### config.mk
export PLATFORM = sky130hd
export DESIGN_NAME = pedal_ctrl_flat
export DESIGN_NICKNAME = d
export VERILOG_FILES = /design/src/rtl/pedal_if.sv /design/src/rtl/pedal_ctrl.sv /design/src/flat_wrapper.sv
export SDC_FILE = /design/constraint.sdc
export NUM_CORES = 1
export LEC_CHECK = 0
export BUFFER_PORTS_ARGS = -buffer_cell sky130_fd_sc_hd__buf_4
export CAP_MARGIN = 5
export CORE_UTILIZATION = 35
export CTS_BUF_LIST = sky130_fd_sc_hd__clkbuf_8 sky130_fd_sc_hd__clkbuf_16
export DETAILED_ROUTE_END_ITERATION = 12
export SYNTH_ARGS = -nofsm -noshare
export SYNTH_HDL_FRONTEND = slang
export SYNTH_SLANG_ARGS = --single-unit
### constraint.sdc
create_clock -name i_AUD_BCLK -period 3.6 [get_ports i_AUD_BCLK]
set_input_delay 0.72 -clock i_AUD_BCLK [delete_from_list [all_inputs] [get_ports i_AUD_BCLK]]
set_output_delay 0.72 -clock i_AUD_BCLK [all_outputs]
set_load 0.05 [all_outputs]
### src/rtl/pedal_if.sv
// rtl/pedal_if.sv - key, codec-ready, frame-tick and looper/level signals of the pedal controller
interface pedal_if #(
    parameter int N_FX   = 7,
    parameter int LVL_W  = 3,
    parameter int ADDR_W = 20
);
    localparam int SEL_W = (N_FX > 1) ? $clog2(N_FX) : 1;

    logic                    i_i2c_done;
    logic                    i_key_0;
    logic                    i_key_1;
    logic                    i_key_2;
    logic                    i_frame_tick;
    logic [2:0]              o_state;
    logic [SEL_W-1:0]        o_fx_sel;
    logic [N_FX*LVL_W-1:0]   o_fx_level;
    logic                    o_rec_en;
    logic                    o_play_en;
    logic [ADDR_W-1:0]       o_addr;
    logic [ADDR_W:0]         o_loop_len;

    modport master (
        input  i_i2c_done, i_key_0, i_key_1, i_key_2, i_frame_tick,
        output o_state, o_fx_sel, o_fx_level, o_rec_en, o_play_en, o_addr, o_loop_len
    );

    modport slave (
        output i_i2c_done, i_key_0, i_key_1, i_key_2, i_frame_tick,
        input  o_state, o_fx_sel, o_fx_level, o_rec_en, o_play_en, o_addr, o_loop_len
    );
endinterface

### src/rtl/pedal_ctrl.sv
// rtl/pedal_ctrl.sv - pedal mode controller: codec bring-up, effect settings edit and looper
module pedal_ctrl #(
    parameter int N_FX   = 7,
    parameter int LVL_W  = 3,
    parameter int ADDR_W = 20
) (
    input  logic      i_AUD_BCLK,
    input  logic      i_rst_n,
    pedal_if.master   bus
);
    localparam int SEL_W = (N_FX > 1) ? $clog2(N_FX) : 1;
    localparam logic [SEL_W-1:0]  SEL_LAST = SEL_W'(N_FX - 1);
    localparam logic [ADDR_W-1:0] ADDR_ONE = ADDR_W'(1);
    localparam logic [ADDR_W-1:0] ADDR_MAX = {ADDR_W{1'b1}};
    localparam logic [ADDR_W:0]   LEN_ONE  = (ADDR_W+1)'(1);
    localparam logic [ADDR_W:0]   LEN_FULL = {1'b1, {ADDR_W{1'b0}}};
    localparam logic [LVL_W-1:0]  LVL_ONE  = LVL_W'(1);

    typedef enum logic [2:0] {
        S_INIT = 3'd0,
        S_PLAY = 3'd1,
        S_SET  = 3'd2,
        S_RECD = 3'd3,
        S_LOOP = 3'd4
    } state_t;

    state_t                state, state_nxt;
    logic [2:0]            key_d;
    logic [SEL_W-1:0]      fx_sel, fx_sel_nxt;
    logic [N_FX*LVL_W-1:0] fx_level, fx_level_nxt;
    logic [ADDR_W-1:0]     addr, addr_nxt;
    logic [ADDR_W:0]       loop_len, loop_len_nxt;
    logic                  ovd, ovd_nxt;

    logic [2:0] key_now;
    logic       press_2, press_1, press_0;

    assign key_now = {bus.i_key_2, bus.i_key_1, bus.i_key_0};

    // Rising-edge detection with key_2 > key_1 > key_0 priority; losers are discarded
    assign press_2 = key_now[2] & ~key_d[2];
    assign press_1 = key_now[1] & ~key_d[1] & ~press_2;
    assign press_0 = key_now[0] & ~key_d[0] & ~press_2 & ~press_1;

    // State and datapath registers
    always_ff @(posedge i_AUD_BCLK or negedge i_rst_n) begin
        if (!i_rst_n) begin
            state    <= S_INIT;
            key_d    <= '0;
            fx_sel   <= '0;
            fx_level <= '0;
            addr     <= '0;
            loop_len <= '0;
            ovd      <= 1'b0;
        end else begin
            state    <= state_nxt;
            key_d    <= key_now;
            fx_sel   <= fx_sel_nxt;
            fx_level <= fx_level_nxt;
            addr     <= addr_nxt;
            loop_len <= loop_len_nxt;
            ovd      <= ovd_nxt;
        end
    end

    // Next-state and next-datapath decode; a mode-changing press always beats a frame tick
    always_comb begin
        state_nxt    = state;
        fx_sel_nxt   = fx_sel;
        fx_level_nxt = fx_level;
        addr_nxt     = addr;
        loop_len_nxt = loop_len;
        ovd_nxt      = ovd;

        case (state)
            S_INIT: begin
                if (bus.i_i2c_done) state_nxt = S_PLAY;
            end
            S_PLAY: begin
                if (press_2) begin
                    state_nxt = S_SET;
                end else if (press_1) begin
                    state_nxt    = S_RECD;
                    addr_nxt     = '0;
                    loop_len_nxt = '0;
                end
            end
            S_SET: begin
                if (press_2) begin
                    state_nxt = S_PLAY;
                end else if (press_1) begin
                    fx_sel_nxt = (fx_sel == SEL_LAST) ? '0 : fx_sel + SEL_W'(1);
                end else if (press_0) begin
                    fx_level_nxt[int'(fx_sel)*LVL_W +: LVL_W] =
                        fx_level[int'(fx_sel)*LVL_W +: LVL_W] + LVL_ONE;
                end
            end
            S_RECD: begin
                if (press_2) begin
                    state_nxt    = S_PLAY;
                    addr_nxt     = '0;
                    loop_len_nxt = '0;
                end else if (press_1) begin
                    addr_nxt = '0;
                    if (addr != '0) begin
                        state_nxt    = S_LOOP;
                        loop_len_nxt = {1'b0, addr};
                        ovd_nxt      = 1'b0;
                    end else begin
                        state_nxt = S_PLAY;
                    end
                end else if (bus.i_frame_tick) begin
                    if (addr == ADDR_MAX) begin
                        state_nxt    = S_LOOP;
                        loop_len_nxt = LEN_FULL;
                        addr_nxt     = '0;
                        ovd_nxt      = 1'b0;
                    end else begin
                        addr_nxt = addr + ADDR_ONE;
                    end
                end
            end
            S_LOOP: begin
                if (press_2 || press_1) begin
                    state_nxt    = S_PLAY;
                    loop_len_nxt = '0;
                    ovd_nxt      = 1'b0;
                    addr_nxt     = '0;
                end else begin
                    if (press_0) ovd_nxt = ~ovd;
                    if (bus.i_frame_tick)
                        addr_nxt = ({1'b0, addr} == loop_len - LEN_ONE) ? '0 : addr + ADDR_ONE;
                end
            end
            default: state_nxt = S_INIT;
        endcase

        // Codec lost: drop back to bring-up, clear the looper, keep effect settings
        if (!bus.i_i2c_done && state != S_INIT) begin
            state_nxt    = S_INIT;
            addr_nxt     = '0;
            loop_len_nxt = '0;
            ovd_nxt      = 1'b0;
        end
    end

    // Output decode from registered state and flags
    always_comb begin
        bus.o_state    = state;
        bus.o_fx_sel   = fx_sel;
        bus.o_fx_level = fx_level;
        bus.o_addr     = addr;
        bus.o_loop_len = loop_len;
        bus.o_play_en  = (state == S_LOOP);
        bus.o_rec_en   = (state == S_RECD) || ((state == S_LOOP) && ovd);
    end
endmodule

### src/flat_wrapper.sv
// flat-port wrapper written by rule: the top's interface ports become plain ports
module pedal_ctrl_flat 
#(
    parameter int N_FX   = 7,
    parameter int LVL_W  = 3,
    parameter int ADDR_W = 20
)
  (i_AUD_BCLK, i_rst_n, bus_i_i2c_done, bus_i_key_0, bus_i_key_1, bus_i_key_2, bus_i_frame_tick, bus_o_state, bus_o_fx_sel, bus_o_fx_level, bus_o_rec_en, bus_o_play_en, bus_o_addr, bus_o_loop_len);
  pedal_if #(.N_FX(N_FX), .LVL_W(LVL_W), .ADDR_W(ADDR_W)) bus_i ();
  input  logic i_AUD_BCLK;
  input  logic i_rst_n;
  input wire logic [$bits(bus_i.i_i2c_done)-1:0] bus_i_i2c_done;
  input wire logic [$bits(bus_i.i_key_0)-1:0] bus_i_key_0;
  input wire logic [$bits(bus_i.i_key_1)-1:0] bus_i_key_1;
  input wire logic [$bits(bus_i.i_key_2)-1:0] bus_i_key_2;
  input wire logic [$bits(bus_i.i_frame_tick)-1:0] bus_i_frame_tick;
  output wire logic [$bits(bus_i.o_state)-1:0] bus_o_state;
  output wire logic [$bits(bus_i.o_fx_sel)-1:0] bus_o_fx_sel;
  output wire logic [$bits(bus_i.o_fx_level)-1:0] bus_o_fx_level;
  output wire logic [$bits(bus_i.o_rec_en)-1:0] bus_o_rec_en;
  output wire logic [$bits(bus_i.o_play_en)-1:0] bus_o_play_en;
  output wire logic [$bits(bus_i.o_addr)-1:0] bus_o_addr;
  output wire logic [$bits(bus_i.o_loop_len)-1:0] bus_o_loop_len;
  assign bus_i.i_i2c_done = bus_i_i2c_done;
  assign bus_i.i_key_0 = bus_i_key_0;
  assign bus_i.i_key_1 = bus_i_key_1;
  assign bus_i.i_key_2 = bus_i_key_2;
  assign bus_i.i_frame_tick = bus_i_frame_tick;
  assign bus_o_state = bus_i.o_state;
  assign bus_o_fx_sel = bus_i.o_fx_sel;
  assign bus_o_fx_level = bus_i.o_fx_level;
  assign bus_o_rec_en = bus_i.o_rec_en;
  assign bus_o_play_en = bus_i.o_play_en;
  assign bus_o_addr = bus_i.o_addr;
  assign bus_o_loop_len = bus_i.o_loop_len;
  pedal_ctrl #(.N_FX(N_FX), .LVL_W(LVL_W), .ADDR_W(ADDR_W)) u_core (.i_AUD_BCLK(i_AUD_BCLK), .i_rst_n(i_rst_n), .bus(bus_i));
endmodule
==> impl_metrics.csv, run 1 <==
group,metric,value,unit
yosys,synthFlopType,"dfrtp_1",
clock_network,ctsResizeCount,0,
global_route,grt_pass1_vias,4147,
global_route,grt_usage,19.38,%
flow_run,maxCapViolCount,0,
detailed_routing,vias,4323,
clock_network,h-tree-depth,3,
clock_network,clk-insertion-delay-late,0.34,ns
sta,period_minus_slack,3.196,ns
finish,area_growth,20.81,%
yosys,syn_avg_cell_area,8.655,sq um
floorplanning,dieHeight,118.0,um
clock_network,tritoncts,"done",
yosys,synth_seq_area_share,38.27,%
clock_network,cts_inserted_buffers,9,
outcome,status,"completed",
finish,antenna_cells,0,
placed_design,place.port_buffers,76,
sta,finalClockSkew,0.007510,ns
sta,fin_crit_sh,88.77,%
detailed_routing,via_per_inst,5.521,
floorplanning,design.core.area,13190,sq um
clock_network,cts-root-buf,"clkbuf_16",
finish,nNetsFinal,618,
global_route,grt_pass1_wl,21430,um
yosys,synth_cell_types,56,
setup_path,cp-start-kind,"register",
setup_path,cp.required,3.83,ns
placed_design,place_hpwl,9248,um
setup_path,worst-setup-path-type,"register to register",
placed_design,gp_congestion,0.8548,
detailed_routing,first_pass_iters,5,
yosys,synth_compound_area_share,13.55,%
yosys,synthArstFlopShare,100.0,%
setup_path,cp_data_arrival_time,3.42,ns
pwr,p_per_area,449.7,nW/um^2
sta,hold_viol_final,0,
sta,max_freq,0.3129,GHz
global_route,grt_antenna_before_repair,0,
detailed_routing,wl,13200,um
yosys,synth_top_family_by_area,"simple AND/OR/NAND/NOR gates",
clock_network,postCtsHoldBufs,0,
floorplanning,rows,42,
yosys,yosysWarnings,0,
placed_design,numPlacedInstances,767,
detailed_routing,ant_nets,0,
clock_network,clock-sinks,72,
sta,drv_slew,0,
placed_design,dp_slack,0.4008,ns
min_path,worstHoldPathType,"primary input to register",
yosys,synthXorXnorAreaFrac,4.651,%
clock_network,clock_path_buffers,2,
sta,finalSetupTns,0,ns
floorplanning,die_x,118.0,um
finish,layout.area.seq,1802,sq um
yosys,synth_nets,560,
setup_path,endpoint_kind,"register",
yosys,synthMuxAreaShare,5.767,%
yosys,synthSimpleGateAreaFrac,30.43,%
detailed_routing,routedWlPerCell,16.86,um
global_route,grt_overflow,0,
floorplanning,io_pins,77,
sta,worst_slack,0.4042,ns
finish,layout-drive-gt1-share,19.44,%
finish,multi_input_area,2686,sq um
pwr,ir_worst_vdd,331.1,uV
clock_network,clkTransAtPathRegs,0.06,ns
clock_network,cts_setup_buffers,0,
setup_path,crit_fanout,29,
sta,worstMarginPinSlew,0.9387,ns
finish,fillerInstances,1293,
yosys,synth-edff-count,0,
sta,max-slew-margin-rel,37.42,%
yosys,synthAdderAreaFrac,2.392,%
floorplanning,die-area,13920,sq um
floorplanning,initial_core_util,35.70,%
yosys,syn-cell-area,4708,sq um
finish,post_layout_nonfiller_instances,783,
yosys,synth_cells,544,
sta,grt_setup_unrepaired,"false",
finish,fin_util,43.12,%
yosys,ys_ff_latch,72,
global_route,grt_start_max_net_pins,73,
sta,setup_viol,0,
detailed_routing,post-route-drc-count,0,
detailed_routing,drt_iter0_markers,352,
pwr,leakagePower,2.652,nW
## report_power, final
group | total (mW) | switching (mW) | internal [mW]
logic | 0.794 | 0.541 | 0.253
registers | 0.950 | 0.106 | 0.844
clock network | 0.813 | 0.339 | 0.475
total | 2.56 | 0.986 | 1.57
## metrics by stage
step / power, mW / hold slack (ns) / instance area [sq um]
6_report: 2.558 / 0.4965 / 5688
5_1_grt: 2.688 / 0.4845 / 5688
4_1_cts: 2.577 / 0.4880 / 5688
3_5_place_dp: 1.755 / 0.5082 / 5421
3_3_place_gp: 1.742 / 0.5006 / 5421
2_1_floorplan: 1.518 / 0.4244 / 4708
## worst paths after layout
check                                    startpoint                  endpoint  slack, ns  cells after the start
setup / recovery               u_core.bus.o_addr[1]     u_core.bus.o_addr[17]       0.40                     10
hold / removal                          bus_i_key_1           u_core.key_d[1]       0.50                      1
setup reg to reg               u_core.bus.o_addr[1]     u_core.bus.o_addr[17]       0.40                     10
hold reg to reg            u_core.bus.o_fx_level[5]  u_core.bus.o_fx_level[5]       0.52                      2
max in group asynchronous                   i_rst_n  u_core.bus.o_loop_len[5]       2.48                      1
min in group asynchronous                   i_rst_n  u_core.bus.o_fx_level[2]       0.51                      1
## worst max-delay path, stage by stage (launching register included)
cell and delay, ns:
dfrtp_1 0.56, ha_1 0.26, and3_1 0.24, nand4_1 0.17, or4_1 0.56, and3_1 0.24, nor4b_1 0.38, o2111ai_2 0.17
buf_4 0.28, nand4b_1 0.14, nand3_1 0.08
## sequential cells by signal (all words and copies together), names as in the netlist
register and count:
u_core.bus.o_addr 20, u_core.bus.o_fx_level 21, u_core.bus.o_fx_sel 3, u_core.bus.o_loop_len 21
u_core.bus.o_state 3, u_core.key_d 3, u_core.ovd 1
## layout by cell type, fill, tap and decap left out, types with 3 or more instances in the layout
master / count
a21o_1: 3
a21oi_1: 16
a22o_1: 19
a31oi_1: 5
and2_1: 5
and3_1: 9
and4_1: 3
buf_4: 88
clkbuf_16: 9
clkinv_2: 4
dfrtp_1: 72
ha_1: 9
inv_1: 15
mux2_1: 6
mux2_2: 5
mux2i_1: 8
mux4_2: 3
nand2_1: 74
nand2b_1: 5
nand3_1: 28
nand3b_1: 4
nand4_1: 18
nand4b_1: 6
nor2_1: 38
nor2b_1: 18
nor3_1: 17
nor3b_1: 8
nor4_1: 11
nor4_2: 3
o211ai_1: 9
o21a_1: 3
o21ai_0: 13
o21ai_1: 8
o31ai_1: 8
or3_1: 4
or4_1: 4
xnor2_1: 18
xor2_1: 7
## layout make-up
cell class | instances | area share (%)
Clock buffer | 10 | 4.201
Clock inverter | 6 | 0.4839
Inverter | 14 | 0.9239
Multi-Input combinational cell | 417 | 47.23
Sequential cell | 72 | 31.68
Tap cell | 176 | 3.872
Timing Repair Buffer | 88 | 11.61
## kinds of logic (layout without fill, tap and decap cells)
kind of cell,count (synthesis),after routing
muxes,22,22
adders and majority gates,9,9
xor gates and xnor gates,25,25
and+or+nand+nor,267,267
AOI/OAI and AO/OA,94,94
DFF,72,72
buffers and inverters,55,118
## Yosys cell counts (2+ instances only)
master | count | area, sq um
a21o_1 | 3 | 22.52
a21oi_1 | 16 | 80.08
a22o_1 | 19 | 166.4
a311oi_1 | 2 | 17.52
a31oi_1 | 5 | 31.28
and2_1 | 5 | 31.28
and3_1 | 9 | 56.30
and3b_1 | 2 | 17.52
and4_1 | 3 | 26.28
buf_1 | 2 | 7.510
buf_6 | 3 | 33.78
clkbuf_1 | 35 | 131.4
dfrtp_1 | 72 | 1802
ha_1 | 9 | 112.6
inv_1 | 13 | 48.80
mux2_1 | 6 | 67.56
mux2_2 | 5 | 56.30
mux2i_1 | 8 | 80.08
mux4_2 | 3 | 67.56
nand2_1 | 74 | 277.8
nand2b_1 | 5 | 31.28
nand3_1 | 28 | 140.1
nand3b_1 | 4 | 30.03
nand4_1 | 18 | 112.6
nand4b_1 | 6 | 52.55
nor2_1 | 38 | 142.6
nor2b_1 | 18 | 112.6
nor3_1 | 17 | 85.08
nor3b_1 | 8 | 60.06
nor4_1 | 11 | 68.82
nor4_2 | 3 | 37.54
nor4bb_1 | 2 | 20.02
o211ai_1 | 9 | 67.56
o21a_1 | 3 | 22.52
o21ai_0 | 13 | 65.06
o21ai_1 | 8 | 40.04
o22ai_1 | 2 | 12.51
o31ai_1 | 8 | 60.06
or2_1 | 2 | 12.51
or3_1 | 4 | 25.02
or4_1 | 4 | 30.03
or4_4 | 2 | 22.52
xnor2_1 | 18 | 157.7
xor2_1 | 7 | 61.31
## layer usage
layer / vias up / share of wire, % / global-route usage (%)
met5: - / 0 / 0
met4: 0 / 1.3 / 6.010
met3: 10 / 4.3 / 4.167
met2: 119 / 47 / 30.85
met1: 2109 / 47 / 26.20
li1: 2085 / - / -
(Power assumes the default switching activity.)
==> inputs of run 2 (changes only) <==
Settings changed: ABC_AREA from default to 0, GPL_ROUTABILITY_DRIVEN from default to 0.
Clock period 3.6 ns to 2.7 ns, I/O delays scaled along.
==> impl_metrics.csv, run 2 (synthesized netlist as in run 1, its figures left out) <==
group,metric,value,unit
sta,finalClockSkew,0.008911,ns
clock_network,cts-root-buf,"clkbuf_16",
finish,final_cell_mix,"buf_4 (138), nand2_1 (74), dfrtp_1 (57)",
finish,fillerInstances,1238,
setup_path,cp.required,2.92,ns
clock_network,clock_path_buffers,2,
detailed_routing,met3_length,719,um
sta,max_freq,0.3515,GHz
finish,layout-drive-gt1-share,29.65,%
floorplanning,design.core.area,13190,sq um
finish,post_layout_nonfiller_instances,837,
clock_network,tritoncts,"done",
finish,layout_commonest_cell,"buf_4",
clock_network,cts_inserted_buffers,9,
setup_path,crit_fanout,29,
sta,hold_viol_final,0,
sta,fin_crit_sh,105.4,%
detailed_routing,routedWlPerCell,16.94,um
pwr,switching_power,1.364,mW
placed_design,place_hpwl,10380,um
floorplanning,die-area,13920,sq um
detailed_routing,drt_iter0_markers,320,
detailed_routing,routed.top_layer,"met4",
finish,fin_util,47.49,%
setup_path,reg2reg_to,"u_core.bus.o_addr[7]",
clock_network,h-tree-depth,3,
finish,design_area,6264,sq um
floorplanning,rows,42,
clock_network,clock-sinks,72,
detailed_routing,ant_nets,0,
global_route,grt_antenna_before_repair,0,
placed_design,place.port_buffers,76,
sta,grt_setup_unrepaired,"true",
global_route,grt_start_max_net_pins,42,
sta,max-slew-margin-rel,61.95,%
sta,worstMarginPinSlew,0.5707,ns
setup_path,worst-setup-path-type,"register to register",
detailed_routing,post-route-drc-count,0,
clock_network,postCtsHoldBufs,0,
pwr,ir_worst_vdd,374.6,uV
pwr,leakagePower,2.971,nW
placed_design,postPlaceCellArea,5918,sq um
finish,area_growth,33.03,%
pwr,p_comb_share,33.6,%
pwr,internal-power,2.291,mW
floorplanning,dieHeight,118.0,um
clock_network,clk-insertion-delay-late,0.35,ns
outcome,violations,"setup timing",
finish,antenna_cells,0,
setup_path,cp-start-kind,"register",
finish,nNetsFinal,672,
global_route,grt_usage,20.91,%
clock_network,clkTransAtPathRegs,0.06,ns
setup_path,crit_start,"u_core.bus.o_loop_len[3]",
detailed_routing,wl_met1,6733,um
sta,drv_slew,0,
setup_path,endpoint_kind,"register",
global_route,grt_pass1_vias,4370,
clock_network,ctsResizeCount,5,
sta,setup_viol,20,
detailed_routing,first_pass_iters,5,
detailed_routing,wl,14180,um
floorplanning,die_x,118.0,um
setup_path,reg2reg_depth,9,
pwr,p_total,3.654,mW
detailed_routing,via_per_inst,5.499,
detailed_routing,vias,4603,
clock_network,cts_setup_buffers,0,
pwr,swShare,37.32,%
pwr,p_per_area,583.5,nW/um^2
pwr,pwr-share-clk,32.8,%
flow_run,maxCapViolCount,0,
placed_design,numPlacedInstances,821,
min_path,worstHoldPathType,"primary input to async pin",
detailed_routing,met2WireLength,6506,um
sta,hold_ws,0.1787,ns
pwr,seqPwrFrac,33.7,%
setup_path,r2r_slack,-0.14,ns
outcome,status,"complete, but fails checks",
setup_path,r2r_start,"u_core.bus.o_loop_len[3]",
sta,finalSetupTns,-2.287,ns
global_route,grt_pass1_wl,22670,um
setup_path,cp_data_arrival_time,3.07,ns
placed_design,dp_slack,-0.2499,ns
global_route,grt_overflow,0,
floorplanning,io_pins,77,
sta,period_minus_slack,2.845,ns
sta,worst_slack,-0.1447,ns
floorplanning,initial_core_util,35.70,%
-- run 2: worst max path at each step --
stage                            endpoint  slack (ns)  cells after the start
floorplan            u_core.bus.o_addr[0]       -0.22                     10
global placement    u_core.bus.o_addr[19]       -0.23                     10
detailed placement  u_core.bus.o_addr[15]       -0.25                     10
CTS                 u_core.bus.o_addr[15]        -0.1                     10
global route        u_core.bus.o_addr[16]       -0.21                      9
finish               u_core.bus.o_addr[7]       -0.14                      9
-- run 2: cell type report --
cell class              count  area, sq um  share of cell area (%)
multi-input cells         417         2764                   44.13
flip-flops and latches     72         1821                   29.07
repair buffers            142         1107                   17.68
clock buffers              10        239.0                   3.815
well taps                 176        220.2                   3.516
clock inverters             6        60.06                  0.9588
inverters                  14        52.55                  0.8390
-- run 2: worst max-delay path, stage by stage (launching register included) --
cell and delay [ns]:
dfrtp_2 0.40, or4_4 0.60, buf_6 0.15, or4_4 0.43
o21a_1 0.24, o41ai_2 0.36, o2111ai_4 0.16, buf_12 0.20
nand4_1 0.10, nand3_1 0.08
-- run 2: power by group through the flow --
stage / clock network [mW] / logic, mW / registers (mW)
final: 1.20 / 1.23 / 1.23
after global routing: 1.27 / 1.33 / 1.24
after CTS: 1.23 / 1.22 / 1.23
after detailed placement: 0 / 1.21 / 1.25
after global placement: 0 / 1.20 / 1.24
after floorplan: 0 / 0.667 / 1.37
-- run 2: metal layers --
| metal | GRT usage [%] | vias to the layer above |
|---|---|---|
| met3 | 5.087 | 22 |
| met5 | 0 | - |
| met2 | 32.43 | 140 |
| met4 | 6.490 | 0 |
| li1 | - | 2215 |
| met1 | 28.62 | 2226 |
==> inputs of run 3 (changes only) <==
Settings changed: PLACE_DENSITY from default to 0.62, SKIP_LAST_GASP from default to 1.
==> impl_metrics.csv, run 3 (synthesized netlist as in run 1, its figures left out) <==
group,metric,value,unit
outcome,status,"complete, but fails checks",
outcome,violations,"setup timing",
finish,fillerInstances,1248,
detailed_routing,first_pass_iters,5,
detailed_routing,via_per_inst,5.604,
sta,max-slew-margin-rel,68.04,%
sta,hold_ws,0.1082,ns
finish,nNetsFinal,675,
setup_path,crit_fanout,14,
setup_path,cpLargestDelayFamily,"simple AND/OR/NAND/NOR gates",
setup_path,cp.required,2.92,ns
finish,multi_input_area,2800,sq um
detailed_routing,vias,4707,
setup_path,crit_slowest_cell,"or4_4",
finish,layout_commonest_cell,"buf_4",
floorplanning,rows,42,
clock_network,clock-sinks,72,
sta,worstMarginPinSlew,0.4794,ns
sta,worst_slack,-0.1641,ns
global_route,grt_antenna_before_repair,0,
placed_design,postPlaceCellArea,5908,sq um
global_route,grt_pass1_vias,4511,
sta,finalClockSkew,0.007263,ns
global_route,grt_start_max_net_pins,45,
setup_path,cp_data_arrival_time,3.09,ns
sta,grt_setup_unrepaired,"true",
finish,area_growth,36.09,%
detailed_routing,routedWlPerCell,17.35,um
clock_network,postCtsHoldBufs,0,
clock_network,cts_inserted_buffers,9,
floorplanning,die_x,118.0,um
pwr,p_comb_share,32.3,%
pwr,p_per_area,587.4,nW/um^2
clock_network,clock_path_buffers,2,
finish,final_cell_mix,"buf_4 (134), nand2_1 (74), dfrtp_1 (57)",
global_route,grt_usage,21.04,%
clock_network,tritoncts,"done",
floorplanning,initial_core_util,35.70,%
pwr,internal-power,2.365,mW
detailed_routing,drt_iter0_markers,297,
placed_design,place.port_buffers,76,
sta,hold_viol_final,0,
min_path,worstHoldPathType,"primary input to async pin",
floorplanning,io_pins,77,
sta,period_minus_slack,2.864,ns
setup_path,path_common_cell,"or4_4",
placed_design,dp_slack,-0.3016,ns
pwr,ir_worst_vdd,257.6,uV
floorplanning,die-area,13920,sq um
clock_network,clkTransAtPathRegs,0.06,ns
pwr,switching_power,1.399,mW
pwr,seqPwrFrac,32.6,%
finish,design_area,6407,sq um
finish,layout-drive-gt1-share,31.02,%
sta,fin_crit_sh,106.1,%
setup_path,worst_path_largest_cell_delay,0.60,ns
pwr,leakagePower,3.011,nW
setup_path,endpoint_kind,"register",
global_route,grt_overflow,0,
clock_network,clk-insertion-delay-late,0.35,ns
pwr,pwr-share-clk,35.0,%
flow_run,maxCapViolCount,0,
sta,max_freq,0.3492,GHz
floorplanning,dieHeight,118.0,um
finish,antenna_cells,0,
sta,drv_slew,0,
detailed_routing,ant_nets,0,
sta,finalSetupTns,-2.611,ns
pwr,swShare,37.17,%
placed_design,place_hpwl,10340,um
global_route,grt_pass1_wl,23190,um
setup_path,critical_path.cell_chain,"or4_4, or4_4, o21a_1, o41ai_2, o2111ai_2, buf_6, clkbuf_16, o211ai_1, nand2_1",
detailed_routing,post-route-drc-count,0,
finish,layout.area.seq,1821,sq um
sta,setup_viol,20,
setup_path,path_buf_inv,2,
clock_network,cts-root-buf,"clkbuf_16",
setup_path,worst-setup-path-type,"register to register",
floorplanning,design.core.area,13190,sq um
clock_network,h-tree-depth,3,
setup_path,cp-start-kind,"register",
detailed_routing,wl,14570,um
==> run 3: cell types whose count changed in the layout (fill, tap and decap cells not counted), sizes merged <==
cell	previous run	this run
buf	142	143
clkbuf	10	11
clkinv	3	1
bufinv	1	2
inv	15	16
clkinvlp	1	2
==> run 3: path summary, 6_finish.rpt <==
check                                     startpoint                   endpoint  slack (ns)  cells after the start
max in group asynchronous                    i_rst_n   u_core.bus.o_loop_len[4]        1.99                      2
max reg2reg                u_core.bus.o_loop_len[13]       u_core.bus.o_addr[4]       -0.16                      9
min reg2reg                 u_core.bus.o_fx_level[0]   u_core.bus.o_fx_level[0]        0.52                      2
max                        u_core.bus.o_loop_len[13]       u_core.bus.o_addr[4]       -0.16                      9
min                                          i_rst_n  u_core.bus.o_fx_level[17]        0.11                      1
min in group i_AUD_BCLK                  bus_i_key_1            u_core.key_d[1]        0.31                      1
==> run 3: worst register-to-register path, stage by stage, from the launching register on <==
cell and delay (ns):
dfrtp_2 0.40, or4_4 0.60, or4_4 0.57, o21a_1 0.23
o41ai_2 0.26, o2111ai_2 0.17, buf_6 0.16, clkbuf_16 0.17
o211ai_1 0.08, nand2_1 0.10
==> run 3: timing repair <==
action | in CTS | in global routing
pin swaps | 1 | 12
cloned | 0 | 2
setup buffers | 0 | 4
hold endpoints to repair | 0 | 0
resized for setup | 4 | 16
setup endpoints to repair | 20 | 20
==> run 3: metrics by stage <==
step,std cells,power (mW),utilization [%]
2_1_floorplan,544,2.033,-
3_3_place_gp,818,2.433,44.79
3_5_place_dp,818,2.456,44.79
4_1_cts,834,3.782,47.39
5_1_grt,840,3.939,48.58
6_report,840,3.764,48.58
==> run 3: per-layer routing <==
layer | vias to the layer above | wire length (um) | GRT usage (%)
li1 | 2203 | - | -
met1 | 2332 | 6532 | 27.87
met2 | 144 | 6851 | 32.72
met3 | 28 | 793 | 3.973
met4 | 0 | 396 | 10.58
met5 | - | 0 | 0
==> run 3: cell type report <==
type,count,share of cell area [%]
Multi-Input combinational cell,417,43.70
Sequential cell,72,28.41
Timing Repair Buffer,145,18.61
Clock buffer,9,3.515
Tap cell,176,3.437
Clock inverter,7,1.504
Inverter,14,0.8202
==> run 3: power groups by stage <==
| stage | Combinational, mW | Sequential, mW | Clock [mW] |
|---|---|---|---|
| after floorplan | 0.667 | 1.37 | 0 |
| after global placement | 1.19 | 1.24 | 0 |
| after detailed placement | 1.21 | 1.24 | 0 |
| after CTS | 1.22 | 1.23 | 1.34 |
| after global routing | 1.32 | 1.24 | 1.38 |
| final | 1.22 | 1.23 | 1.32 |
